--- config.mk ---
export PLATFORM = sky130hd
export DESIGN_NAME = serial_sub4_flat
export DESIGN_NICKNAME = d
export VERILOG_FILES = /design/src/rtl/serial_sub4_if.sv /design/src/rtl/serial_sub4.sv /design/src/flat_wrapper.sv
export SDC_FILE = /design/constraint.sdc
export NUM_CORES = 1
export LEC_CHECK = 0
export ABC_AREA = 1
export BUFFER_PORTS_ARGS = -buffer_cell sky130_fd_sc_hd__buf_2
export CORE_MARGIN = 3
export CORE_UTILIZATION = 45
export CTS_BUF_LIST = sky130_fd_sc_hd__clkbuf_8
export DETAILED_ROUTE_END_ITERATION = 10
export PLACE_DENSITY = 0.67
export SLEW_MARGIN = 20
export SYNTH_ARGS = -nofsm -noshare
export SYNTH_HDL_FRONTEND = slang
export SYNTH_SLANG_ARGS = --single-unit
export TNS_END_PERCENT = 30
--- constraint.sdc ---
create_clock -name clk -period 3.18 [get_ports clk]
set_clock_uncertainty 0.15 [all_clocks]
set_input_delay 0.318 -clock clk [delete_from_list [all_inputs] [get_ports clk]]
set_output_delay 0.318 -clock clk [all_outputs]
set_load 0.005 [all_outputs]
--- src/rtl/serial_sub4_if.sv ---
// Operand/result bundle for the bit-serial subtractor.
// Handshake: start is a request sampled only while idle (busy=0); done pulses for one
// cycle when d/bo/v carry the new result, and those outputs then hold until the next done.
interface serial_sub4_if #(
    parameter int WIDTH = 4
);
    logic             start;
    logic [WIDTH-1:0] a;
    logic [WIDTH-1:0] b;
    logic             bi;
    logic [WIDTH-1:0] d;
    logic             bo;
    logic             v;
    logic             busy;
    logic             done;
    logic [1:0]       dbg_state;

    modport master (
        output start, a, b, bi,
        input  d, bo, v, busy, done, dbg_state
    );

    modport slave (
        input  start, a, b, bi,
        output d, bo, v, busy, done, dbg_state
    );
endinterface

--- src/rtl/serial_sub4.sv ---
// Bit-serial subtractor: d = a - b - bi, one bit per cycle LSB-first through a single
// borrow flip-flop, with a start/done handshake.
module serial_sub4 #(
    parameter int WIDTH = 4
) (
    input  logic         clk,
    input  logic         reset,
    serial_sub4_if.slave bus
);
    localparam int CNT_W = $clog2(WIDTH) + 1;

    typedef enum logic [1:0] {
        S_IDLE = 2'd0,
        S_CALC = 2'd1,
        S_DONE = 2'd2
    } state_t;

    state_t           state;
    logic [WIDTH-1:0] a_sr;
    logic [WIDTH-1:0] b_sr;
    logic [WIDTH-1:0] res;
    logic             br;
    logic [CNT_W-1:0] cnt;

    logic x, y, diff_bit, br_next;

    assign x        = a_sr[0];
    assign y        = b_sr[0];
    assign diff_bit = x ^ y ^ br;
    assign br_next  = (~x & y) | (~(x ^ y) & br);

    always_ff @(posedge clk or posedge reset) begin
        if (reset) begin
            state  <= S_IDLE;
            a_sr   <= '0;
            b_sr   <= '0;
            res    <= '0;
            br     <= 1'b0;
            cnt    <= '0;
            bus.d  <= '0;
            bus.bo <= 1'b0;
            bus.v  <= 1'b0;
        end else begin
            case (state)
                S_IDLE: begin
                    if (bus.start) begin
                        a_sr  <= bus.a;
                        b_sr  <= bus.b;
                        br    <= bus.bi;
                        cnt   <= '0;
                        state <= S_CALC;
                    end
                end
                S_CALC: begin
                    a_sr <= a_sr >> 1;
                    b_sr <= b_sr >> 1;
                    res  <= {diff_bit, res[WIDTH-1:1]};
                    br   <= br_next;
                    cnt  <= cnt + 1'b1;
                    // MSB stage: overflow is borrow-in XOR borrow-out of this bit.
                    if (cnt == CNT_W'(WIDTH - 1)) begin
                        bus.v  <= br ^ br_next;
                        bus.d  <= {diff_bit, res[WIDTH-1:1]};
                        bus.bo <= br_next;
                        state  <= S_DONE;
                    end
                end
                S_DONE: begin
                    state <= S_IDLE;
                end
                default: begin
                    state <= S_IDLE;
                end
            endcase
        end
    end

    assign bus.busy      = (state != S_IDLE);
    assign bus.done      = (state == S_DONE);
    assign bus.dbg_state = state;
endmodule

--- src/flat_wrapper.sv ---
// flat-port wrapper written by rule: the top's interface ports become plain ports
module serial_sub4_flat 
#(
    parameter int WIDTH = 4
)
  (clk, reset, bus_start, bus_a, bus_b, bus_bi, bus_d, bus_bo, bus_v, bus_busy, bus_done, bus_dbg_state);
  serial_sub4_if #(.WIDTH(WIDTH)) bus_i ();
  input  logic clk;
  input  logic reset;
  input wire logic [$bits(bus_i.start)-1:0] bus_start;
  input wire logic [$bits(bus_i.a)-1:0] bus_a;
  input wire logic [$bits(bus_i.b)-1:0] bus_b;
  input wire logic [$bits(bus_i.bi)-1:0] bus_bi;
  output wire logic [$bits(bus_i.d)-1:0] bus_d;
  output wire logic [$bits(bus_i.bo)-1:0] bus_bo;
  output wire logic [$bits(bus_i.v)-1:0] bus_v;
  output wire logic [$bits(bus_i.busy)-1:0] bus_busy;
  output wire logic [$bits(bus_i.done)-1:0] bus_done;
  output wire logic [$bits(bus_i.dbg_state)-1:0] bus_dbg_state;
  assign bus_i.start = bus_start;
  assign bus_i.a = bus_a;
  assign bus_i.b = bus_b;
  assign bus_i.bi = bus_bi;
  assign bus_d = bus_i.d;
  assign bus_bo = bus_i.bo;
  assign bus_v = bus_i.v;
  assign bus_busy = bus_i.busy;
  assign bus_done = bus_i.done;
  assign bus_dbg_state = bus_i.dbg_state;
  serial_sub4 #(.WIDTH(WIDTH)) u_core (.clk(clk), .reset(reset), .bus(bus_i));
endmodule
Word level (Yosys, flattened, before mapping)
Index checks and enable logic that the tools add are counted.
{"block": "word_totals", "reg_bits": 24, "inputBits": 12, "output_inout_bits": 10, "word_cells": 40}
{"block": "classes", "add_sub_neg": 1, "eq_ne": 5, "mux": 11, "n_bitwise": 8, "n_reduce_logical": 6}
{"op": "$pmux 4 s2", "n": 2}
{"op": "$mux 4", "n": 2}
{"op": "$pmux 3 s2", "n": 1}
{"op": "$reduce_and 2->1", "n": 3}
{"op": "$mux 2", "n": 2}
{"op": "$pmux 2 s2", "n": 1}
{"op": "$reduce_bool 2->1", "n": 2}
{"op": "$add 3x1->3 const B", "n": 1}
{"op": "$eq 3x2->1 const B", "n": 1}
{"op": "$mux 3", "n": 1}
{"op": "$xor 1x1->1", "n": 3}
{"op": "$and 1x1->1", "n": 2}
{"op": "$eq 2x1->1 const B", "n": 1}
{"op": "$eq 2x2->1 const B", "n": 1}
{"op": "$logic_not 2->1", "n": 1}
{"op": "$ne 2x1->1 const B", "n": 1}
{"op": "$ne 2x2->1 const B", "n": 1}
{"op": "$not 1->1", "n": 2}
{"op": "$pmux 1 s2", "n": 1}
{"op": "$mux 1", "n": 1}
{"op": "$or 1x1->1", "n": 1}

Depth between registers and ports, before layout
Gate-level depths: netlist of the first run.
{"block": "logic_depth", "depth_word": 5, "ltp_mapped": 6, "ltp_nobuf": 6}

Least setup slack after synthesis of the first run
OpenSTA, ideal clock, no wires.
{"block": "synth_path", "path_kind": "reg-to-reg", "from": "register u_core.b_sr[0]", "to": "register u_core.bus.v", "setup_ns": 0.117, "t_arrival_ns": 1.064, "required_ns": 2.913, "path_slack_ns": 1.849, "stages_incl_launch_ff": 7, "path_buffers": 0, "period_less_slack_ns": 1.331, "path_cell_list": "dfrtp_1 -> inv_1 -> fa_1 -> inv_1 -> nand2_1 -> nand3_1 -> nand2_1"}
{"block": "synth_via", "elab_chain_cells": 5, "word_cells_on_any_way": 6, "classes_between": "6 x bitwise"}
{"item": "start, declared", "line_no": "serial_sub4.sv:20", "text": "logic [WIDTH-1:0] b_sr;"}
{"item": "start signal, assigned", "line_no": "serial_sub4.sv:48", "text": "b_sr <= bus.b;"}
{"item": "start signal, assigned", "line_no": "serial_sub4.sv:56", "text": "b_sr <= b_sr >> 1;"}
{"item": "$xor 1x1->1", "line_no": "serial_sub4.sv:30", "text": "assign br_next = (~x & y) | (~(x ^ y) & br);"}
{"item": "$not 1->1", "line_no": "serial_sub4.sv:30"}
{"item": "$and 1x1->1", "line_no": "serial_sub4.sv:30"}
{"item": "$or 1x1->1 *", "line_no": "serial_sub4.sv:30"}
{"item": "$xor 1x1->1 *", "line_no": "serial_sub4.sv:62", "text": "bus.v <= br ^ br_next;"}
{"item": "end signal, assigned", "line_no": "serial_sub4.sv:62"}
{"item": "end, declared", "line_no": "serial_sub4_if.sv:25", "text": "output d, bo, v, busy, done, dbg_state"}
Every way passes the cells marked *; elsewhere a longest branch is shown, timed or not.
A chain may end at the register's enable or synchronous reset.

Worst setup path in the final report of the first run
{"block": "layout_path", "from": "register u_core.state[0], in the netlist u_core.bus.dbg_state[0]", "to": "output port bus_busy"}
{"block": "layout_via", "elab_chain_cells": 1}
{"item": "start, declared", "line_no": "serial_sub4.sv:18", "text": "state_t state;"}
{"item": "start signal, assigned", "line_no": "serial_sub4.sv:34", "text": "state <= S_IDLE;"}
{"item": "start signal, assigned", "line_no": "serial_sub4.sv:51", "text": "state <= S_CALC;"}
{"item": "start signal, assigned", "line_no": "serial_sub4.sv:65", "text": "state <= S_DONE;"}
{"item": "$reduce_bool 2->1", "line_no": "serial_sub4.sv:78", "text": "assign bus.busy = (state != S_IDLE);"}
{"item": "end, declared", "line_no": "flat_wrapper.sv:17", "text": "output wire logic [$bits(bus_i.busy)-1:0] bus_busy;"}
Every way passes these cells.

==> run summary, run 1 <==
Status = completed
Sequential share of power = 41.5%
Die Span Y = 55.47 µm
Post-Synthesis Cell Area = 1101 µm²
Overall Global Routing Usage = 14.83%
Hold WC Path Type = primary input to async pin
PD cells = 989.2 nW/µm²
Syn_nets = 144
Endpoints failing setup = 0
Final #Nets = 168
Final ANT Viol Nets = 0
Critical path class = flop to primary output
Core Box Area = 2276 µm²
Sequential area share after synthesis = 52.27%
Most frequent cells in the layout = nand2_1, dfrtp_1, inv_1, buf_2, nand3_1
Clk buf depth = 2
CP arrival = 1.31 ns
P_sw = 0.0005246 W
CP required = 2.71 ns
Clock transition at path regs = 0.08 ns
Critical path fanouts, max = 14
DP HPWL = 1521 µm
Comb pwr share = 43.7%
Setup TNS Final = 0 ns
Num CTS Buffers = 3
DRC viols = 0
CTS root buf = clkbuf_8
Num rows = 17
Net Sw Frac = 41.92%
Total power = 0.001251 W
Top cells by area, synth = dfrtp_1, nand2_1, inv_1
Critical path's largest stage delay = 0.56 ns
Vias per cell = 4.783
Die width = 55.47 µm
Routed WL per cell = 11.33 µm
Mean post-synth cell area = 8.535 µm²
Clk pwr share = 14.7%
Worst-Skew Late Latency = 0.26 ns
Highest clock rate = 0.5615 GHz
Synth top area share = 52.27%
Antenna diodes = 0
Routability cong. = 0.8032
Most common cell after layout, fill and taps aside = nand2_1
Die area = 3076 µm²
Cell taking the most area after synthesis = dfrtp_1
Layout area overhead = 14.89%
VDD IR max = 0.5698 mV
Non-Filler Cell Area, Final = 1265 µm²
Worst path slowest cell = dfrtp_1
RSZ-0062 raised after global routing = false
FF+latch count, synth = 23
Proportion of layout cells with a drive suffix above 1 = 23.68%
Number of I/O pins = 22
Crit. End Element = primary output
Crit path cell chain = nor2_1, inv_1, buf_2
Max Slew Vio Count = 0
Worst-Margin Slew = 0.8661 ns
I/O Buffers = 21
H-tree Lvls = 1
First-pass GRT wire length = 3691 µm
Vias = 861
1st-pass router iterations = 5
Total global routing overflow = 0
CTS Sinks = 23
Antenna violations before repair = 0
Slew HR = 42.20%
Placement Cell Area = 1219 µm²
Fin crit share = 56.01%
Fin crit period = 1.781 ns
CTS tree = built
Maxcap violations = 0
Final Hold Viols = 0
Cells after Synth = 129
Internal = 0.0007268 W
Buffers & Inverters on Critical Path = 2
Vias in the first global route = 872
Starting Density = 48.38%
Filler Cells Inserted = 215
Largest net degree at the start of global routing = 24
Top delay family on crit path = flip-flops
# hold bufs at CTS = 0
CTS resizes = 0
Syn. warnings = 0
Leak pwr = 0.7192 nW
Setup Buffers After CTS = 0
Total Routed Length = 2039 µm
Yosys cell types = 16
Startpoint Class = flop
1st-iter DRT viols = 22
-- worst register-to-register path: stages (launching register included) --
cell and delay (ns):
dfrtp_1 0.66, inv_1 0.15, nor2_4 0.19, nand2_4 0.12, nand2_1 0.10, o21ai_2 0.05
-- path summary, 6_finish.rpt --
check                                                    start                          end  slack (ns)  depth (start not counted)
setup / recovery           u_core.bus.dbg_state[0]$_DFFE_PP0P_                     bus_busy        1.40                          3
hold / removal                                           reset   u_core.b_sr[3]$_DFFE_PP0P_        0.07                          2
setup reg to reg           u_core.bus.dbg_state[0]$_DFFE_PP0P_  u_core.bus.d[2]$_DFFE_PP0P_        1.67                          5
hold reg to reg                    u_core.bus.d[3]$_DFFE_PP0P_  u_core.bus.d[3]$_DFFE_PP0P_        0.33                          2
max in group asynchronous                                reset     u_core.bus.v$_DFFE_PP0P_        2.28                          2
min in group clk                                      bus_b[3]   u_core.b_sr[3]$_DFFE_PP0P_        0.15                          3
-- power by group through the flow --
stage	clock [W]	sequential [W]	combinational, W
after global routing	0.000196	0.000542	0.000636
after CTS	0.000186	0.000521	0.000556
after global placement	0	0.000522	0.000541
final	0.000184	0.000520	0.000547
after floorplan	0	0.000506	0.000437
after detailed placement	0	0.000526	0.000557
-- logic make-up (layout without fill, tap and decap cells) --
logic type / Yosys count / in the layout / synth area share, %
compound gates: 12 / 12 / 6.818
flops: 23 / 23 / 52.27
simple gates: 67 / 67 / 27.27
buf+inv: 24 / 47 / 9.545
fa+ha+maj: 3 / 3 / 4.091
-- metal layers --
metal / track usage (%) / vias up / routed length (µm) / part of all wire, %
met2: 24.32 / 23 / 979 / 48
met1: 19.32 / 398 / 942 / 46
li1: - / 436 / - / -
met3: 2.336 / 4 / 78 / 3.8
met5: 0 / - / 0 / 0
met4: 6.250 / 0 / 38 / 1.9
-- final cells by class --
type | count | area [µm²] | share of cell area, %
clock buffers | 3 | 41.29 | 3.264
flip-flops and latches | 23 | 575.6 | 45.50
well taps | 28 | 35.03 | 2.770
inverters | 22 | 82.58 | 6.528
multi-input cells | 82 | 420.4 | 33.23
repair buffers | 21 | 105.1 | 8.309
clock inverters | 1 | 5.005 | 0.3956
-- registers in the layout (all words and copies together) (netlist names) --
register / count
u_core.cnt: 3
u_core.br: 1
u_core.bus.bo: 1
u_core.bus.d: 4
u_core.a_sr: 4
u_core.bus.v: 1
u_core.b_sr: 4
u_core.bus.dbg_state: 2
u_core.res: 3
-- through the flow --
| step | std cells | hold slack [ns] | worst slack, ns | util [%] |
|---|---|---|---|---|
| after detailed placement | 176 | 0.3100 | 1.668 | 53.55 |
| after global placement | 176 | 0.3028 | 1.749 | 53.55 |
| final | 180 | 0.06958 | 1.399 | 55.58 |
| after floorplan | 129 | 0.1699 | 1.849 | - |
| after CTS | 180 | 0.1045 | 1.399 | 55.58 |
| after global routing | 180 | 0.1537 | 1.304 | 55.58 |
-- synth_stat cells (all sizes together) --
cell,n
fa,1
o21ai,10
inv,22
a21oi,2
nand2,51
dfrtp,23
nor2,5
buf,2
ha,2
nand3,11
Note: power is estimated with default switching activity, not from simulation.
==> run 2, diff against run 1 <==
==> constraint.sdc (replaced) <==
create_clock -name clk -period 1.9 [get_ports clk]
set_clock_uncertainty 0.15 [all_clocks]
set_input_delay 0.19 -clock clk [delete_from_list [all_inputs] [get_ports clk]]
set_output_delay 0.19 -clock clk [all_outputs]
set_load 0.005 [all_outputs]
==> run summary, run 2 (synthesized netlist as in run 1, its figures left out) <==
Worst r2r path cells = 5 (unchanged)
Max Slew Vio Count = 0 (unchanged)
Worst-Margin Slew = 0.5039 ns (-0.3622 ns)
Vias = 847 (-1.6%)
1st-iter DRT viols = 17 (-23%)
Layout area overhead = 16.48%
Total global routing overflow = 0 (unchanged)
CTS tree = built
Worst path slowest cell = dfrtp_1
Setup TNS Final = 0 ns (unchanged)
Top delay family on crit path = flip-flops
Hold depth = 3
Antenna violations before repair = 0 (unchanged)
Overall Global Routing Usage = 14.55% (-0.28 points)
Endpoints failing setup = 0 (unchanged)
Highest clock rate = 0.5924 GHz
Die width = 55.47 µm (unchanged)
DRC viols = 0 (unchanged)
Starting Density = 48.38% (unchanged)
Die Span Y = 55.47 µm (unchanged)
Critical path fanouts, max = 14 (unchanged)
Routed WL per cell = 11.00 µm (-2.9%)
Num rows = 17 (unchanged)
RSZ-0062 raised after global routing = false
Hold WC Path Type = primary input to flop
Most frequent cells in the layout = nand2_1, dfrtp_1, inv_1, buf_2, nand3_1
Biggest regs = u_core.a_sr (4), u_core.b_sr (4), u_core.bus.d (4)
CP arrival = 1.35 ns (+0.04 ns)
Status = completed
Crit. End Element = primary output
Final ANT Viol Nets = 0 (unchanged)
Maxcap violations = 0 (unchanged)
VDD IR max = 0.8116 mV (+42%)
Final #Nets = 170 (+1.2%)
Crit path cell chain = nor2_1, inv_1, buf_2
DP HPWL = 1461 µm (-3.9%)
Num CTS Buffers = 3 (unchanged)
Routability cong. = 0.7979 (-0.66%)
Core Box Area = 2276 µm² (unchanged)
1st-pass router iterations = 4 (-1)
Critical path's largest stage delay = 0.57 ns (about the same)
Critical path class = flop to primary output
Hold wc startpoint = bus_b[3]
Flop-to-flop setup slack = 0.39 ns (-1.28 ns)
CTS Sinks = 23 (unchanged)
Leak pwr = 0.7282 nW (+1.2%)
Largest net degree at the start of global routing = 24 (unchanged)
Vias per cell = 4.654 (-2.7%)
Proportion of layout cells with a drive suffix above 1 = 24.03% (+0.34 points)
I/O Buffers = 21 (unchanged)
Fin crit period = 1.688 ns
CP required = 1.56 ns (-1.15 ns)
Worst-Skew Late Latency = 0.26 ns (about the same)
Final Hold Viols = 0 (unchanged)
Number of I/O pins = 22 (unchanged)
First-pass GRT wire length = 3622 µm (-1.9%)
RR Startpoint = u_core.bus.dbg_state[0]$_DFFE_PP0P_
Die area = 3076 µm² (unchanged)
Vias in the first global route = 825 (-5.4%)
Clock transition at path regs = 0.08 ns (about the same)
Buffers & Inverters on Critical Path = 2 (unchanged)
Most common cell after layout, fill and taps aside = nand2_1
PD cells = 1626 nW/µm² (+64%)
Startpoint Class = flop
CTS root buf = clkbuf_8
Antenna diodes = 0 (unchanged)
Clk buf depth = 2 (unchanged)
Worst-case hold slack = 0.01357 ns (-0.05602 ns)
Slew HR = 66.41% (+24 points)
WHS Endpoint = u_core.b_sr[3]$_DFFE_PP0P_
Total Routed Length = 2002 µm (-1.8%)
CTS resizes = 0 (unchanged)
Fin crit share = 88.84%
Worst r2r dst = u_core.bus.d[2]$_DFFE_PP0P_
H-tree Lvls = 1 (unchanged)
run 2: cell count changes in the layout (fill, tap and decap cells not counted), sizes merged:
cell	previous run	this run
buf	21	22
dlygate4sd3	0	1
run 2: tightest hold or removal path: cells and delay by family:
kind	cells	cell delay [ns]
buffers and inverters	1	0.07
and+or+nand+nor	1	0.06
AOI/OAI and AO/OA	1	0.06
run 2: layout make-up:
type,instances,area (µm²)
flip-flops and latches,23,575.6
repair buffers,23,122.6
well taps,28,35.03
multi-input cells,82,420.4
fillers,215,993.5
clock buffers,3,41.29
clock inverters,1,5.005
inverters,22,82.58
run 2: layer usage:
| metal | track usage, % | vias up | wire (µm) |
|---|---|---|---|
| li1 | - | 440 | - |
| met5 | 0 | - | 0 |
| met1 | 19.52 | 392 | 947 |
| met4 | 5.208 | 0 | 22 |
| met3 | 2.336 | 2 | 64 |
| met2 | 23.65 | 13 | 968 |
run 2: worst max path at each step:
stage,from,endpoint,depth (start not counted)
3_5_place_dp,u_core.bus.dbg_state[0]$_DFFE_PP0P_,u_core.bus.d[1]$_DFFE_PP0P_,5
4_1_cts,u_core.bus.dbg_state[0]$_DFFE_PP0P_,bus_busy,3
3_3_place_gp,u_core.bus.dbg_state[0]$_DFFE_PP0P_,u_core.bus.bo$_DFFE_PP0P_,5
5_1_grt,u_core.bus.dbg_state[0]$_DFFE_PP0P_,bus_busy,3
2_1_floorplan,u_core.b_sr[0]$_DFFE_PP0P_,u_core.bus.v$_DFFE_PP0P_,6
6_report,u_core.bus.dbg_state[0]$_DFFE_PP0P_,bus_busy,3
run 2: repair_timing:
item / CTS / global route
hold buffers: 1 / 0
hold endpoints to repair: 23 / 0
buffers inserted: 0 / 0
run 2: metrics by stage:
stage / setup WS (ns) / area [µm²] / total power, W / instances / utilization (%)
after floorplan: 0.5688 / 1101 / 0.001579 / 129 / -
after global placement: 0.4738 / 1226 / 0.001783 / 177 / 53.88
after detailed placement: 0.4277 / 1226 / 0.001803 / 177 / 53.88
after CTS: 0.2235 / 1282 / 0.002115 / 182 / 56.35
after global routing: 0.1533 / 1282 / 0.002316 / 182 / 56.35
final: 0.2121 / 1282 / 0.002085 / 182 / 56.35
run 2: report_power, final:
part           switching [W]  internal [W]
Sequential          0.000160      0.000713
Combinational       0.000552      0.000361
Clock               0.000153      0.000146
